==> config.mk <==
export PLATFORM = sky130hd
export DESIGN_NAME = aes_inv_key_schedule
export DESIGN_NICKNAME = d
export VERILOG_FILES = /design/src/rtl/aes_inv_key_schedule.sv
export SDC_FILE = /design/constraint.sdc
export NUM_CORES = 2
export LEC_CHECK = 0
export CAP_MARGIN = 10
export CELL_PAD_IN_SITES_DETAIL_PLACEMENT = 1
export CELL_PAD_IN_SITES_GLOBAL_PLACEMENT = 1
export CORE_ASPECT_RATIO = 2
export CORE_MARGIN = 5
export CORE_UTILIZATION = 41
export CTS_CLUSTER_DIAMETER = 200
export DETAILED_ROUTE_END_ITERATION = 16
export DONT_BUFFER_PORTS = 1
export HOLD_SLACK_MARGIN = 0.02
export MAX_ROUTING_LAYER = met4
export PLACE_DENSITY = 0.76
export SLEW_MARGIN = 20
export SYNTH_ARGS = -nofsm -noshare
export SYNTH_HDL_FRONTEND = slang
export SYNTH_SLANG_ARGS = --single-unit
==> constraint.sdc <==
create_clock -name clk -period 47.5 [get_ports clk]
set_input_delay 9.5 -clock clk [delete_from_list [all_inputs] [get_ports clk]]
set_output_delay 9.5 -clock clk [all_outputs]
set_load 0.02 [all_outputs]
==> src/rtl/aes_inv_key_schedule.sv <==
// rtl/aes_inv_key_schedule.sv - sequential inverse AES-128 key schedule, round 10 down to 0
// The sbox is computed as GF(2^8) inverse (x^254) followed by the AES affine map.
module sbox (
  input  logic [7:0] a,
  output logic [7:0] c
);
  function automatic logic [7:0] gmul(input logic [7:0] x, input logic [7:0] y);
    logic [7:0] p;
    logic [7:0] s;
    p = 8'h00;
    s = x;
    for (int i = 0; i < 8; i++) begin
      if (y[i]) p = p ^ s;
      s = {s[6:0], 1'b0} ^ (s[7] ? 8'h1b : 8'h00);
    end
    return p;
  endfunction

  logic [7:0] t;
  logic [7:0] r;

  always_comb begin
    t = a;
    r = 8'h01;
    // r accumulates x^2 * x^4 * ... * x^128 = x^254, the inverse (0 maps to 0)
    for (int i = 1; i < 8; i++) begin
      t = gmul(t, t);
      r = gmul(r, t);
    end
    c = r ^ {r[6:0], r[7]} ^ {r[5:0], r[7:6]} ^ {r[4:0], r[7:5]} ^ {r[3:0], r[7:4]} ^ 8'h63;
  end
endmodule

module aes_inv_key_schedule (
  input  logic         clk,
  input  logic         rst_n,
  input  logic         start,
  input  logic [127:0] key_in,
  input  logic         rk_ready,
  output logic         rk_valid,
  output logic [127:0] rk_out,
  output logic [3:0]   rk_round,
  output logic         busy,
  output logic         done
);
  typedef enum logic {IDLE, EMIT} state_t;

  state_t       state;
  logic [127:0] key_reg;
  logic [3:0]   round;

  logic [31:0]  w0, w1, w2, w3;
  logic [31:0]  rot_w;
  logic [31:0]  sub_w;
  logic [7:0]   rcon;
  logic [127:0] key_prev;

  always_comb begin
    w3    = key_reg[31:0]  ^ key_reg[63:32];
    w2    = key_reg[63:32] ^ key_reg[95:64];
    w1    = key_reg[95:64] ^ key_reg[127:96];
    rot_w = {w3[23:0], w3[31:24]};
  end

  sbox u_sbox3 (.a(rot_w[31:24]), .c(sub_w[31:24]));
  sbox u_sbox2 (.a(rot_w[23:16]), .c(sub_w[23:16]));
  sbox u_sbox1 (.a(rot_w[15:8]),  .c(sub_w[15:8]));
  sbox u_sbox0 (.a(rot_w[7:0]),   .c(sub_w[7:0]));

  always_comb begin
    case (round)
      4'd1:    rcon = 8'h01;
      4'd2:    rcon = 8'h02;
      4'd3:    rcon = 8'h04;
      4'd4:    rcon = 8'h08;
      4'd5:    rcon = 8'h10;
      4'd6:    rcon = 8'h20;
      4'd7:    rcon = 8'h40;
      4'd8:    rcon = 8'h80;
      4'd9:    rcon = 8'h1b;
      4'd10:   rcon = 8'h36;
      default: rcon = 8'h00;
    endcase
    w0       = key_reg[127:96] ^ sub_w ^ {rcon, 24'h000000};
    key_prev = {w0, w1, w2, w3};
  end

  // key_reg and round are the output registers themselves
  assign rk_out   = key_reg;
  assign rk_round = round;

  always_ff @(posedge clk or negedge rst_n) begin
    if (!rst_n) begin
      state    <= IDLE;
      key_reg  <= '0;
      round    <= '0;
      rk_valid <= 1'b0;
      busy     <= 1'b0;
      done     <= 1'b0;
    end else begin
      done <= 1'b0;
      case (state)
        IDLE: begin
          if (start) begin
            key_reg  <= key_in;
            round    <= 4'd10;
            rk_valid <= 1'b1;
            busy     <= 1'b1;
            state    <= EMIT;
          end
        end
        EMIT: begin
          if (rk_ready) begin
            if (round != 4'd0) begin
              key_reg <= key_prev;
              round   <= round - 4'd1;
            end else begin
              rk_valid <= 1'b0;
              busy     <= 1'b0;
              done     <= 1'b1;
              state    <= IDLE;
            end
          end
        end
        default: state <= IDLE;
      endcase
    end
  end
endmodule

==> flow_metrics.env <==
export IMPL_fin_crit_sh_pct=42.2
export IMPL_synth_cell_types=114
export IMPL_min_period_ns=20.04
export IMPL_grt_pass1_wl_um=376000
export IMPL_setup_violations_final=0
export IMPL_max_slew_margin_rel_pct=15.8
export IMPL_gp_congestion=0.966
export IMPL_drt_initial_drc_count=3779
export IMPL_hold_viol=0
export IMPL_route_final_wire_length_um=245000
export IMPL_worstReg2RegEnd="rk_out[100]"
export IMPL_rr_worst_depth=48
export IMPL_setup_worst_path_end_class="register"
export IMPL_fin_util_pct=43.5
export IMPL_synth_edf_count=0
export IMPL_muxShareOfSynthArea_pct=4.39
export IMPL_clk_pin_slew_ns=0.07
export IMPL_boundaryPins=267
export IMPL_arrival_ns=20.43
export IMPL_yosys_area_share_xor_xnor_pct=46.2
export IMPL_synth_compound_gate_area_share_pct=18.9
export IMPL_post_cts_resized=0
export IMPL_antenna_found_initial=11
export IMPL_rows=204
export IMPL_clock_sinks=135
export IMPL_cts_made_buffers=17
export IMPL_nets=8264
export IMPL_yosys_area_share_simple_pct=20.4
export IMPL_drc=0
export IMPL_tns_ns=0
export IMPL_r2r_start="rk_out[63]"
export IMPL_synth_area_mm2=0.0635
export IMPL_cts_hold_buf=0
export IMPL_worst_setup_path_start_kind="register"
export IMPL_max_freq_mhz=49.9
export IMPL_layout_drive_gt1_share_pct=8.48
export IMPL_core_area_mm2=0.154
export IMPL_synth_cells=8346
export IMPL_fin_worst_skew_ns=0.0310
export IMPL_synth_top_flop_cell="dfrtp_1"
export IMPL_dieArea_mm2=0.163
export IMPL_cp_max_fo=22
export IMPL_cap_violations=0
export IMPL_status="finished clean"
export IMPL_max_stage_delay_ns=0.94
export IMPL_die_h_um=566
export IMPL_cp_slowest_cell="xnor2_1"
export IMPL_synth_fp_nets=8502
export IMPL_area_growth_pct=5.76
export IMPL_rsz0062_at_grt="false"
export IMPL_syn_area_per_cell_um2=7.60
export IMPL_grt_use_total_pct=29.3
export IMPL_wl_per_cell_um=24.0
export IMPL_grt_pass1_vias=65600
export IMPL_vias_per_cell=6.15
export IMPL_tightest_slew_ns=1.25
export IMPL_cp_required_ns=47.89
export IMPL_htree_levels=4
export IMPL_cts_root_buf="clkbuf_16"
export IMPL_drv_slew=0
export IMPL_cts_tree="built"
export IMPL_yosysWarningCount=0
export IMPL_ys_ff_latch=135
export IMPL_path_common_cell="xnor3_1"
export IMPL_grt_max_degree=136
export IMPL_most_common_layout_cells="xnor2_1 (1,468), nor2_1 (1,221), nand2_1 (897)"
export IMPL_post_cts_buffers=0
export IMPL_seq_area_frac_synth_pct=5.32
export IMPL_start_util_pct=41.2
export IMPL_vias=62600
export IMPL_dp_hpwl_um=190000
export IMPL_final_antenna_net_count=0
export IMPL_die_w_um=288
export IMPL_synth_top_family_by_area="XOR/XNOR gates"
export IMPL_min_path_type="reg -> reg"
export IMPL_clock_path_buffers=2
export IMPL_grt_ovfl_total=0
export IMPL_dr_pass1_iters=5
export IMPL_synth_fa_ha_area_share_pct=0.584
export IMPL_async_flop_share_pct=100
export IMPL_r2r_setup_slack_ns=27.46
export IMPL_port_buffers=0
export IMPL_cp_endpoint="rk_out[100]"
export IMPL_crit_type="reg -> reg"
export IMPL_cp_startpoint="rk_out[63]"
export IMPL_final_common_cell="xnor2_1"
export IMPL_insertion_delay_ns=0.52
==> registers in the layout, indices dropped and copies added (netlist names) <==
register,cells
rk_round,4
busy,1
done,1
rk_out,128
state,1
==> layer usage <==
layer	up-vias	track usage, %	wire length [um]
met3	772	3.86	12300
met5	-	-	0
li1	28600	-	-
met4	0	14.7	14400
met2	2021	53.6	128000
met1	31300	30.6	90200
==> stage by stage <==
stage | hold WS (ns) | cells | cell area, um^2 | setup slack [ns]
after detailed placement | 0.679 | 10100 | 66400 | 26.88
after floorplan | 0.621 | 8346 | 63500 | 30.86
final | 0.698 | 10200 | 67100 | 27.46
after global placement | 0.672 | 10100 | 66300 | 27.21
after global routing | 0.721 | 10200 | 67100 | 26.01
after CTS | 0.690 | 10200 | 67000 | 26.79
==> worst min-delay path by stage <==
stage / startpoint / to / slack (ns) / depth (start not counted)
after global placement: rk_out[116] / rk_out[116] / 0.67 / 1
final: rk_out[112] / rk_out[112] / 0.70 / 1
after global routing: rk_out[112] / rk_out[112] / 0.72 / 1
after CTS: rk_out[112] / rk_out[112] / 0.69 / 1
after floorplan: rk_out[112] / rk_out[112] / 0.62 / 1
after detailed placement: state / rk_round[1] / 0.68 / 1
==> cells in the mapped netlist, types with 72 or more instances <==
library cell	number	area, um^2
clkbuf_1	378	1420
o211ai_1	77	578
nor3_1	240	1200
o21ai_0	357	1790
buf_2	100	500
nor2_1	1224	4590
a221o_1	72	721
xnor2_2	79	1280
a21o_1	87	653
o22ai_1	104	651
nand3_1	167	836
dfrtp_1	135	3380
a211oi_1	115	863
a31oi_1	75	469
mux2i_1	216	2160
xor2_1	389	3410
xnor3_1	379	8540
a21oi_1	455	2280
xnor2_1	1514	13300
nand2_1	899	3370
==> area by class of cell <==
type / instances / area (um^2)
diodes: 9 / 22.5
clock buffers: 19 / 453
clock inverters: 13 / 194
fillers: 19200 / 87000
inverters: 84 / 315
multi-input cells: 7570 / 57900
flip-flops and latches: 135 / 3380
well taps: 2060 / 2580
repair buffers: 300 / 2250
==> worst max-delay path: cells and delay by family, from the launching register on <==
| family | cells | cell delay [ns] |
|---|---|---|
| flip-flops | 1 | 0.68 |
| AO/OA/AOI/OAI | 2 | 1.06 |
| AND/OR/NAND/NOR | 9 | 1.20 |
| buffers and inverters | 3 | 1.06 |
| multiplexers | 1 | 0.22 |
| adder cells (fa/ha/maj) | 2 | 1.21 |
| XOR/XNOR | 31 | 14.43 |
==> cells by family (layout without fill, tap and decap cells) <==
| family | after synthesis | after routing |
|---|---|---|
| adder cells (fa/ha/maj) | 31 | 31 |
| buffers and inverters | 641 | 416 |
| multiplexers | 264 | 264 |
| flip-flops | 135 | 135 |
| XOR/XNOR | 2486 | 2486 |
| AO/OA/AOI/OAI | 1812 | 1812 |
| AND/OR/NAND/NOR | 2977 | 2977 |
| other | 0 | 9 |
Power is not shown: default switching activity piles up to over one toggle a cycle in this logic, so the estimate is an artifact.
